--- src/rtl/pipeline_result_sequencer.sv ---
// Collects one job's batch results from a 24-permutation pipeline pack and
// presents the accumulated totals and sticky ECC flag on a valid/ready handshake.
module pipeline_result_sequencer #(
  parameter int unsigned SUM_W         = 72,
  parameter int unsigned COUNT_W       = 37,
  parameter int unsigned BATCH_W       = 16,
  parameter int unsigned GRAB_LATENCY  = 3,
  parameter int unsigned AVAIL_HOLDOFF = 8
) (
  input  logic                       clk,
  input  logic                       rst,
  input  logic                       jobStart,
  input  logic [BATCH_W-1:0]         jobBatches,
  output logic                       jobStartIgnored,
  input  logic                       resultsAvailable,
  output logic                       grabResults,
  input  logic [SUM_W-1:0]           pcoeffSum,
  input  logic [COUNT_W-1:0]         pcoeffCount,
  input  logic                       eccStatus,
  output logic                       outValid,
  input  logic                       outReady,
  output logic [SUM_W+BATCH_W-1:0]   outSum,
  output logic [COUNT_W+BATCH_W-1:0] outCount,
  output logic                       outEcc,
  output logic                       busy
);

  localparam int unsigned OSUM_W = SUM_W + BATCH_W;
  localparam int unsigned OCNT_W = COUNT_W + BATCH_W;
  localparam int unsigned LAT_W  = (GRAB_LATENCY > 1) ? $clog2(GRAB_LATENCY) : 1;
  localparam int unsigned HOLD_W = (AVAIL_HOLDOFF > 1) ? $clog2(AVAIL_HOLDOFF) : 1;

  typedef enum logic [2:0] {
    S_IDLE,
    S_WAIT_AVAIL,
    S_GRAB,
    S_LATENCY,
    S_HOLDOFF,
    S_DONE
  } state_e;

  state_e              state_q;
  logic [BATCH_W-1:0]  rem_q;
  logic [LAT_W-1:0]    lat_q;
  logic [HOLD_W-1:0]   hold_q;
  logic [OSUM_W-1:0]   sum_q;
  logic [OCNT_W-1:0]   cnt_q;
  logic                ecc_q;
  logic                grab_q;
  logic                ign_q;
  logic                valid_q;
  logic                busy_q;

  // Sequencer FSM with registered outputs; reset abandons any in-flight grab.
  always_ff @(posedge clk or posedge rst) begin
    if (rst) begin
      state_q <= S_IDLE;
      rem_q   <= '0;
      lat_q   <= '0;
      hold_q  <= '0;
      sum_q   <= '0;
      cnt_q   <= '0;
      ecc_q   <= 1'b0;
      grab_q  <= 1'b0;
      ign_q   <= 1'b0;
      valid_q <= 1'b0;
      busy_q  <= 1'b0;
    end else begin
      grab_q <= 1'b0;
      ign_q  <= jobStart && (state_q != S_IDLE);
      case (state_q)
        S_IDLE: begin
          if (jobStart) begin
            rem_q  <= jobBatches;
            sum_q  <= '0;
            cnt_q  <= '0;
            ecc_q  <= 1'b0;
            busy_q <= 1'b1;
            state_q <= (jobBatches == '0) ? S_DONE : S_WAIT_AVAIL;
          end
        end
        S_WAIT_AVAIL: begin
          if (resultsAvailable) begin
            state_q <= S_GRAB;
            grab_q  <= 1'b1;
          end
        end
        S_GRAB: begin
          state_q <= S_LATENCY;
          lat_q   <= LAT_W'(GRAB_LATENCY - 1);
        end
        S_LATENCY: begin
          if (lat_q == '0) begin
            sum_q <= sum_q + OSUM_W'(pcoeffSum);
            cnt_q <= cnt_q + OCNT_W'(pcoeffCount);
            ecc_q <= ecc_q | eccStatus;
            rem_q <= rem_q - BATCH_W'(1);
            if (rem_q == BATCH_W'(1)) begin
              state_q <= S_DONE;
            end else if (AVAIL_HOLDOFF == 0) begin
              state_q <= S_WAIT_AVAIL;
            end else begin
              state_q <= S_HOLDOFF;
              hold_q  <= HOLD_W'(AVAIL_HOLDOFF - 1);
            end
          end else begin
            lat_q <= lat_q - LAT_W'(1);
          end
        end
        S_HOLDOFF: begin
          // resultsAvailable may still reflect the batch just taken
          if (hold_q == '0) begin
            state_q <= S_WAIT_AVAIL;
          end else begin
            hold_q <= hold_q - HOLD_W'(1);
          end
        end
        S_DONE: begin
          if (!valid_q) begin
            valid_q <= 1'b1;
          end else if (outReady) begin
            valid_q <= 1'b0;
            busy_q  <= 1'b0;
            state_q <= S_IDLE;
          end
        end
        default: begin
          state_q <= S_IDLE;
          valid_q <= 1'b0;
          busy_q  <= 1'b0;
        end
      endcase
    end
  end

  assign jobStartIgnored = ign_q;
  assign grabResults     = grab_q;
  assign outValid        = valid_q;
  assign outSum          = sum_q;
  assign outCount        = cnt_q;
  assign outEcc          = ecc_q;
  assign busy            = busy_q;

endmodule

--- config.mk ---
export PLATFORM = sky130hd
export DESIGN_NAME = pipeline_result_sequencer
export DESIGN_NICKNAME = d
export VERILOG_FILES = /design/src/rtl/pipeline_result_sequencer.sv
export SDC_FILE = /design/constraint.sdc
export NUM_CORES = 1
export LEC_CHECK = 0
export CORE_MARGIN = 2
export CORE_UTILIZATION = 53
export CTS_CLUSTER_SIZE = 10
export DETAILED_ROUTE_END_ITERATION = 10
export GPL_TIMING_DRIVEN = 0
export PLACE_DENSITY = 0.89
export SLEW_MARGIN = 20
export SYNTH_ARGS = -nofsm -noshare
export SYNTH_HDL_FRONTEND = slang
export SYNTH_SLANG_ARGS = --single-unit
--- constraint.sdc ---
create_clock -name clk -period 7.8 [get_ports clk]
set_input_delay 1.56 -clock clk [delete_from_list [all_inputs] [get_ports clk]]
set_output_delay 1.56 -clock clk [all_outputs]
set_load 0.05 [all_outputs]
==> metrics <==
CP Launch Type=primary input; Compound-Gate Fraction of Synth Area=0.277; layout net count=2,288; port buffer count=276; register bit count reported by yosys=170; FFs w/ async S/R, synth=1.00; cell area after layout=17,700 µm²; synthesis-to-layout area growth=27.5%; Setup CP Type=in2reg; # DRC=0; mux contribution to synthesized area=0.00379; post-route ant nets=0; Internal Power=2760 µW; final core utilization=0.684; Net Count, Synth=1,992; Final Power=5710 µW; Tot GR Track Use=0.325; global-route wire length before repair=73,500 µm; Synth Area in Simple Gates=0.204; leakage=0.00772 µW; largest net degree at the start of global routing=87; Max Slew Vio Count=0; ranking of synthesized cells by area=dfrtp_1, ha_1, nand2_1; initial antenna violation count=2; fill count=2,143; cell taking the most area after synthesis=dfrtp_1; Wirelength per Cell=19.2 µm; pre-CTS setup slack=2.43 ns; CP Data Required Time=8.11 ns; Setup Fix Bufs, Post-CTS=0; GPL Wtd Cong=0.940; die footprint=27,400 µm²; CTS tree=built; syn_area_per_cell=7.94 µm²; Sw Share=0.517; vias in the first global route=14,532; Power Density=323 nW/µm²; DP Cell Count=2,357; post-synthesis cell type count=80; clock-pin slew on the worst setup and hold paths=0.08 ns; CP Data Arrival Time=5.37 ns; min-delay worst type=reg2reg; DR vias=15,222; max_cap viols=0; die height=166 µm; CTS Hold Buffers Added=0; core area=25,800 µm²; Post-Synthesis Cells=1,745; sequential share of the synthesized area=0.307; most common cell after layout, fill and taps aside=clkdlybuf4s50_1; CP top delay family=compound AO/OA/AOI/OAI gates; H-tree depth=4; top cell type's share of synthesized area=0.307; synth warn=0; status=finished clean; Slew Limit Headroom=0.376; Post-Synth Adder-Cell Area=0.106; Iter 0 DRT Violations=1,816; Buf+Inv Stages, Crit Path=1; Worst VDD drop=235 µV; drt first pass iters=6; RSZ-0062 raised after global routing=no; Longest Clk Path Bufs=2; DRT Wirelength=46,000 µm; layout cells sized above 1=0.0365; EDFF count, synth=0; most common flop cell mapped by yosys=dfrtp_1; most frequent cells in the layout=clkdlybuf4s50_1, nand2_1, o21ai_0; clock net sink count=170; critical-path cell list=clkdlybuf4s50_1 > ha_1 > fa_1 > a21o_1 > nand4_1 > a211oi_2 > o21ai_1 > a211oi_2 > a21oi_2 > o21bai_1 > a21oi_1 > and4_1 > or3_1; Num CTS Buffers=17; worst skew pair latency=0.45 ns; Gates resized, CTS repair=0; fmax=198 MHz; initial core utilization=0.536; hpwl dp=35,000 µm; Final Hold Fails=0; sw power=2960 µW; Die Wd=166 µm; cell area after synthesis=13,900 µm²; via/cell ratio=6.37; power share of the clock group=0.154; post-synthesis xor/xnor area fraction=0.0626; clk_skew=0.0173 ns; Finished Layout Cells=2,391; FP Rows=59; CTS Root Cell=clkbuf_16; worst slew pin tran=0.936 ns; crit path capture type=register; Final setup viols=0; Comb power frac=0.612; fin crit share=0.648; CP dominant cell by count=a211oi_2; Cell Area, Placed=17,100 µm²; num ports=277; Largest stage delay, worst path=0.48 ns; Slowest-stage cell, CP=clkdlybuf4s50_1; fin crit period=5.06 ns; CP max FO=5; final worst slack=2.74 ns; grt ovf=0; largest family of logic cells by synthesized area=compound AO/OA/AOI/OAI gates; Reg power frac=0.234
[registers in the layout (all words and copies together), names as in the netlist, 2 cells and up]
| register | cells |
|---|---|
| lat_q | 2 |
| hold_q | 3 |
| outSum | 88 |
| outCount | 53 |
| rem_q | 16 |
| state_q | 3 |
[metrics by stage]
step,hold WS (ns),setup TNS [ns]
5_1_grt,0.506,0
3_5_place_dp,0.475,0
2_1_floorplan,0.441,0
6_report,0.480,0
4_1_cts,0.486,0
3_3_place_gp,0.458,-147.71
[logic make-up (layout without fill, tap and decap cells)]
logic type      Yosys count  count (layout)
flops                   170             170
fa+ha+maj               116             116
other cells               0               2
mux                       5               5
simple gates            600             600
xor+xnor                 99              99
buf+inv                 138             447
compound gates          617             617
[routing by layer]
metal	routed length (µm)	vias to the layer above	GRT usage
met5	0	-	0
met3	3780	135	0.0585
met2	20600	835	0.501
li1	-	7006	-
met4	2100	0	0.168
met1	19500	7246	0.437
[cell usage after synthesis (all sizes together) (16+ instances only)]
master and n:
clkbuf 72, ha 114, o31ai 30, a21o 63, or4 18, nor3 28
buf 17, nand3 52, a211oi 16, inv 49, nor2 99, and3 21
nand4 50, xnor2 52, xor2 47, o21ai 194, o21bai 19, dfrtp 170
a21oi 183, o211ai 18, nand2 258
[final timing paths]
| path | slack, ns | to | from | depth (start not counted) |
|---|---|---|---|---|
| setup / recovery | 2.74 | outSum[58]$_DFFE_PP0P_ | pcoeffSum[0] | 13 |
| hold / removal | 0.48 | hold_q[2]$_DFFE_PP0P_ | hold_q[2]$_DFFE_PP0P_ | 1 |
| setup reg to reg | 3.98 | outSum[58]$_DFFE_PP0P_ | outSum[0]$_DFFE_PP0P_ | 12 |
| hold reg to reg | 0.48 | hold_q[2]$_DFFE_PP0P_ | hold_q[2]$_DFFE_PP0P_ | 1 |
| max in group asynchronous | 5.33 | outCount[3]$_DFFE_PP0P_ | rst | 3 |
| min in group asynchronous | 1.60 | outSum[32]$_DFFE_PP0P_ | rst | 2 |
[power groups by stage]
stage | Sequential (µW) | Combinational, µW | Clock, µW
detailed placement | 1340 | 3420 | 0
floorplan | 1890 | 1800 | 0
global placement | 1330 | 3340 | 0
finish | 1340 | 3500 | 880
CTS | 1330 | 3440 | 885
global route | 1370 | 3760 | 918
[worst register-to-register path, stage by stage, from the launching register on]
cell,delay [ns]
dfrtp_1,0.37
ha_1,0.30
fa_1,0.27
a21o_1,0.15
nand4_1,0.25
a211oi_2,0.32
o21ai_1,0.16
a211oi_2,0.38
a21oi_2,0.20
o21bai_1,0.44
a21oi_1,0.26
and4_1,0.24
or3_1,0.36
[layout make-up]
| type | instances | area (µm²) | area share |
|---|---|---|---|
| multi-input combinational | 1437 | 9050 | 0.512 |
| tap | 335 | 419 | 0.0237 |
| timing repair buffer | 277 | 2790 | 0.158 |
| clock inverter | 14 | 156 | 0.00886 |
| antenna | 2 | 5.00 | 0.000283 |
| buffer | 89 | 367 | 0.0208 |
| clock buffer | 18 | 429 | 0.0243 |
| sequential | 170 | 4250 | 0.241 |
| inverter | 49 | 191 | 0.0108 |
Power figures use the tool's default switching activity.
==> variant 1 (config.mk and constraints unchanged) <==
Register the output `outCount` once more, cleared by the reset; this adds one clock of latency there. The other outputs are not delayed to match.
--- a/src/rtl/pipeline_result_sequencer.sv
+++ b/src/rtl/pipeline_result_sequencer.sv
@@ -139,3 +139,9 @@
   assign outSum          = sum_q;
-  assign outCount        = cnt_q;
+  always_ff @(posedge clk or posedge rst) begin
+    if (rst) begin
+      outCount <= '0;
+    end else begin
+      outCount <= cnt_q;
+    end
+  end
   assign outEcc          = ecc_q;
Behaviour: not the same (Yosys sat finds a counterexample within 10 cycles, from zero or initial values and one cycle with rst high).
==> variant 1 against the original RTL <==
- global-route usage is 2.6 points lower
- fmax is 8.3% lower
- register-to-register slack worse by 0.68 ns
- highest routed layer is now met5
- sequential cell count grew 53
- die area is 5.2% higher
- cell count down 3.6%
- via count down 7.4%
- setup slack lost 0.46 ns
- synthesized cell count down 5.6%
- routed wire length fell by 4.5%
- total power rose by 37%
- sequential share of layout area rose by 5.9 points
- synthesized area rose by 5.3%
- cell area increased by 5.3%
==> variant 1: results (changes against the original RTL) <==
Global route
  – Initial antenna violation count: 3 (+1)
  – Met3 usage: 5.67% (-0.18 points)
  – Met2 Usage GRT: 50.8% (+0.64 points)
  – Met1 usage in global routing: 37.7% (-6.1 points)
  – First-pass GRT wire length: 69.3 mm (-5.7%)
  – Largest net degree at the start of global routing: 108 (+24%)
  – GRT Total Usage: 29.8% (-2.6 points)

Worst setup path
  – Crit Path Max Fanout: 4 (-1)
  – Flop2flop setup slack: 3.30 ns (-0.68 ns)
  – Critical-path top delay cell: nor3b_1
  – CP Data Arrival Time: 5.97 ns (+0.60 ns)
  – Max incr delay on CP: 0.87 ns (+0.39 ns)
  – Worst Setup SP: pcoeffSum[0]
  – Crit Reg-Reg Endpoint: outSum[60]$_DFFE_PP0P_

Layout
  – Fin nets: 2,201 (-3.8%)
  – Share of layout cells above drive strength 1: 3.72% (+0.067 points)
  – Register area: 5580 um^2 (+31%)
  – Fillers: 2,028 (-5.4%)
  – Max reg flops: 88 (unchanged)

Synthesis
  – Seq/Total Area, Yosys: 38.3% (+7.6 points)
  – Synth Area in XOR/XNOR: 6.79% (+0.53 points)
  – Net Count, Synth: 1,894 (-4.9%)
  – Post-synthesis mux area share: 0.575% (+0.20 points)
  – Most common cell in the netlist: dfrtp_1
  – Adder-cell share of the synthesized area: 10.1% (-0.53 points)
  – Commonest cells in the netlist: 223 x dfrtp_1, 207 x nand2_1, 177 x o21ai_0, 132 x a21oi_1, 114 x ha_1
  – Synth top area cells: dfrtp_1 38%, ha_1 9.8%, o21ai_0 6.1%
  – Synth Area per Inst: 8.85 um^2 (+12%)
  – Compound-gate portion of the synthesized area: 25.2% (-2.5 points)

Timing
  – Max Clock Skew: 0.00997 ns (-0.00728 ns)
  – Max Fclk: 181 MHz (-8.3%)
  – Fin Hold WS: 0.400 ns (-0.0802 ns)
  – Slew HR: 32.3% (-5.4 points)

Drt
  – Vias/cell: 6.12 (-3.9%)
  – Avg WL per Cell: 19.1 um (-0.91%)
  – Met3 wire length: 3.01 mm (-20%)
  – Met2 WL: 20.8 mm (+0.71%)
  – Via count: 14,100 (-7.4%)
  – 1st-iter DRT viols: 995 (-45%)
  – Drt first pass iters: 8 (+2)
  – Highest Signal Layer: met5
  – WL met1: 18.3 mm (-5.9%)

Clock network
  – Worst-Skew Late Latency: 0.55 ns (+0.10 ns)
  – Inserted Clock Buffers: 27 (+10)
  – H-tree levels: 1 (-3)
  – Clk buf depth: 3 (+1)
  – Clk pin slew, worst setup/hold paths: 0.05 ns (-0.03 ns)

Power and ir drop
  – Max VDD drop: 0.315 mV (+34%)
  – Sw Ratio: 49.6% (-2.2 points)
  – Leakage power: 8.41 nW (+9.0%)

Placed design
  – Setup WS pre-CTS: 1.93 ns (-0.496 ns)
  – Placed insts: 2,266 (-3.9%)
  – Post-DP HPWL: 32.9 mm (-6.1%)
  – GPL Wtd Cong: 0.922 (-1.9%)
  – Placed cell area: 17,800 um^2 (+4.5%)

Hold path
  – Hold_sp: cnt_q[2]$_DFFE_PP0P_

Outcome
  – Status: finished, final reports clean
[variant 1: worst min-delay path by stage]
| stage | depth (start not counted) | end |
|---|---|---|
| after global routing | 0 | outCount[13]$_DFF_PP0_ |
| final | 0 | outCount[2]$_DFF_PP0_ |
| after CTS | 0 | outCount[13]$_DFF_PP0_ |
| after global placement | 0 | outCount[52]$_DFF_PP0_ |
| after floorplan | 0 | outCount[52]$_DFF_PP0_ |
| after detailed placement | 0 | outCount[13]$_DFF_PP0_ |
[variant 1: area by class of cell]
type                    count  share of cell area (%)
multi-input cells        1318                    46.2
flip-flops and latches    223                    30.0
repair buffers            278                    15.1
clock buffers              36                    3.97
well taps                 341                    2.29
plain buffers              64                    1.36
inverters                  42                   0.888
clock inverters             2                   0.148
diodes                      1                  0.0135
[variant 1: critical path: cells and delay by family]
kind	cells	cell delay, ns
XOR/XNOR	1	0.19
AO/OA/AOI/OAI	8	2.19
AND/OR/NAND/NOR	1	0.87
adder cells (fa/ha/maj)	2	0.73
buffers and inverters	1	0.42
[variant 1: logic make-up (layout without fill, tap and decap cells)]
group,count (synthesis),count (layout)
AO/OA/AOI/OAI,575,575
AND/OR/NAND/NOR,506,506
flip-flops,223,223
adder cells (fa/ha/maj),116,116
XOR/XNOR,113,113
buffers and inverters,106,422
multiplexers,8,8
other,0,1
[variant 1: power groups by stage]
stage	sequential (mW)	combinational, mW	clock (mW)
floorplan	2.79	2.42	0
global placement	1.90	4.59	0
detailed placement	1.93	4.67	0
CTS	1.91	4.71	1.16
global route	1.96	5.12	1.20
finish	1.92	4.74	1.14
==> variant 2 (same settings) <==
Without the edit above. `SUM_W`: 72 -> 36.
--- a/src/rtl/pipeline_result_sequencer.sv
+++ b/src/rtl/pipeline_result_sequencer.sv
@@ -3,3 +3,3 @@
 module pipeline_result_sequencer #(
-  parameter int unsigned SUM_W         = 72,
+  parameter int unsigned SUM_W         = 36,
   parameter int unsigned COUNT_W       = 37,
Ports: changed (resized outSum and pcoeffSum); port bits go from 277 to 205. No check against the original RTL was run, so the function may have changed too.
==> variant 2 against the original RTL <==
- synthesized area is 26% lower
- routed wire length is 32% lower
- total power is 21% lower
- count of clock-buffer cells in the layout fell by 1
- core utilization grew 1.8 points
- cell area is 25% lower
- sequential cell count is 36 lower
- synthesized cell count shrank 30%
- setup slack improved by 0.28 ns
- global-route usage fell by 2.0 points
==> variant 2: results (changes against the original RTL) <==
Synthesis
  – Unique masters post-synth: 89 (+11%)
  – Commonest cells in the netlist: 170 x nand2_1, 134 x dfrtp_1, 112 x a21oi_1, 108 x o21ai_0, 78 x ha_1
  – Synth Area in XOR/XNOR: 5.23% (-1.0 points)
  – Adder-cell share of the synthesized area: 9.94% (-0.65 points)
  – Synth top area cells: dfrtp_1 33%, ha_1 9.5%, nand2_1 6.2%
  – Number of synthesized flops with an enable pin: 0 (unchanged)
  – Synthesized flop and latch total: 134 (-21%)
  – Seq/Total Area, Yosys: 32.8% (+2.1 points)
  – Synth Area per Inst: 8.36 um^2 (+5.3%)
  – Net Count, Synth: 1,398 (-30%)
  – Post-synthesis mux area share: 0.612% (+0.23 points)
  – Compound-gate portion of the synthesized area: 28.0% (+0.35 points)

Power and ir drop
  – Pint: 2.28 mW (-17%)
  – Max VDD drop: 0.200 mV (-15%)
  – Leakage power: 5.86 nW (-24%)

Worst setup path
  – Critical-path top delay cell: a2111oi_0
  – Crit Reg-Reg Endpoint: outCount[30]$_DFFE_PP0P_
  – Worst r2r path cells: 11 (-1)
  – Worst Setup SP: pcoeffCount[0]
  – Max incr delay on CP: 0.81 ns (+0.33 ns)
  – Flop2flop setup slack: 4.20 ns (+0.22 ns)
  – R2r startpoint: outCount[0]$_DFFE_PP0P_
  – Crit Path Max Fanout: 5 (unchanged)
  – CP Data Arrival Time: 5.10 ns (-0.27 ns)

Outcome
  – Status: finished, final reports clean

Timing
  – Max Clock Skew: 0.0134 ns (-0.00382 ns)
  – Worst-margin pin slew: 0.844 ns (-0.0919 ns)

Drt
  – 1st-iter DRT viols: 930 (-49%)
  – Drt first pass iters: 7 (+1)
  – Via count: 10,600 (-30%)
  – Vias/cell: 6.17 (-3.1%)
  – WL final: 31.2 mm (-32%)

Layout
  – Fin nets: 1,622 (-29%)
  – Max reg flops: 53 (-40%)
  – Final clock-cell share: 4.41% (+1.1 points)
  – Fraction of area in registers: 25.4% (+1.3 points)
  – Non-clock buffering overhead: 17.4% (-0.46 points)
  – Share of layout cells above drive strength 1: 5.14% (+1.5 points)
  – Fin area: 13,200 um^2 (-25%)
  – Fillers: 1,425 (-34%)
  – Number of clock buffers in the layout: 17 (-1)
  – Comb_multi_in: 1,001 (-30%)
  – Area occupied by multi-input gates: 6510 um^2 (-28%)
  – Signal buffers: 259 (-29%)
  – Inverters: 34 (-31%)
  – Antenna Cells: 0 (-2)

Global route
  – Initial antenna violation count: 0 (-2)
  – Number of global-route vias before repair: 9,954 (-32%)
  – First-pass GRT wire length: 49.6 mm (-33%)
  – Largest net degree at the start of global routing: 101 (+16%)
  – GRT Total Usage: 30.5% (-2.0 points)

Hold path
  – Hold WC Path Type: register to register
  – Hold_sp: hold_q[2]$_DFFE_PP0P_

Placed design
  – Placed cell area: 12,600 um^2 (-26%)
  – Post-DP HPWL: 23.1 mm (-34%)
  – GPL Wtd Cong: 0.905 (-3.8%)
  – Port bufs: 204 (-26%)
  – Placed insts: 1,688 (-28%)

Floorplanning
  – Row count: 50 (-15%)
## variant 2: per-stage QoR
step | worst slack [ns] | total power, mW | hold WS, ns
floorplan | 2.66 | 2.88 | 0.442
global placement | 0.508 | 3.58 | 0.467
detailed placement | 2.72 | 3.65 | 0.473
CTS | 3.14 | 4.48 | 0.482
global route | 2.94 | 4.77 | 0.491
finish | 3.03 | 4.50 | 0.480
## variant 2: routing by layer
metal  GRT usage [%]  wire [um]  up-vias
met5               0          0        -
met4            11.0        811        0
met3            6.84       3030       74
met2            50.1      14600      511
met1            39.5      12700     5032
li1                -          -     4990
## variant 2: power by group through the flow
stage               combinational, mW  sequential [mW]  clock (mW)
floorplan                        1.33             1.55           0
global placement                 2.49             1.09           0
detailed placement               2.54             1.10           0
CTS                              2.56             1.09       0.822
global route                     2.79             1.13       0.853
finish                           2.58             1.10       0.817
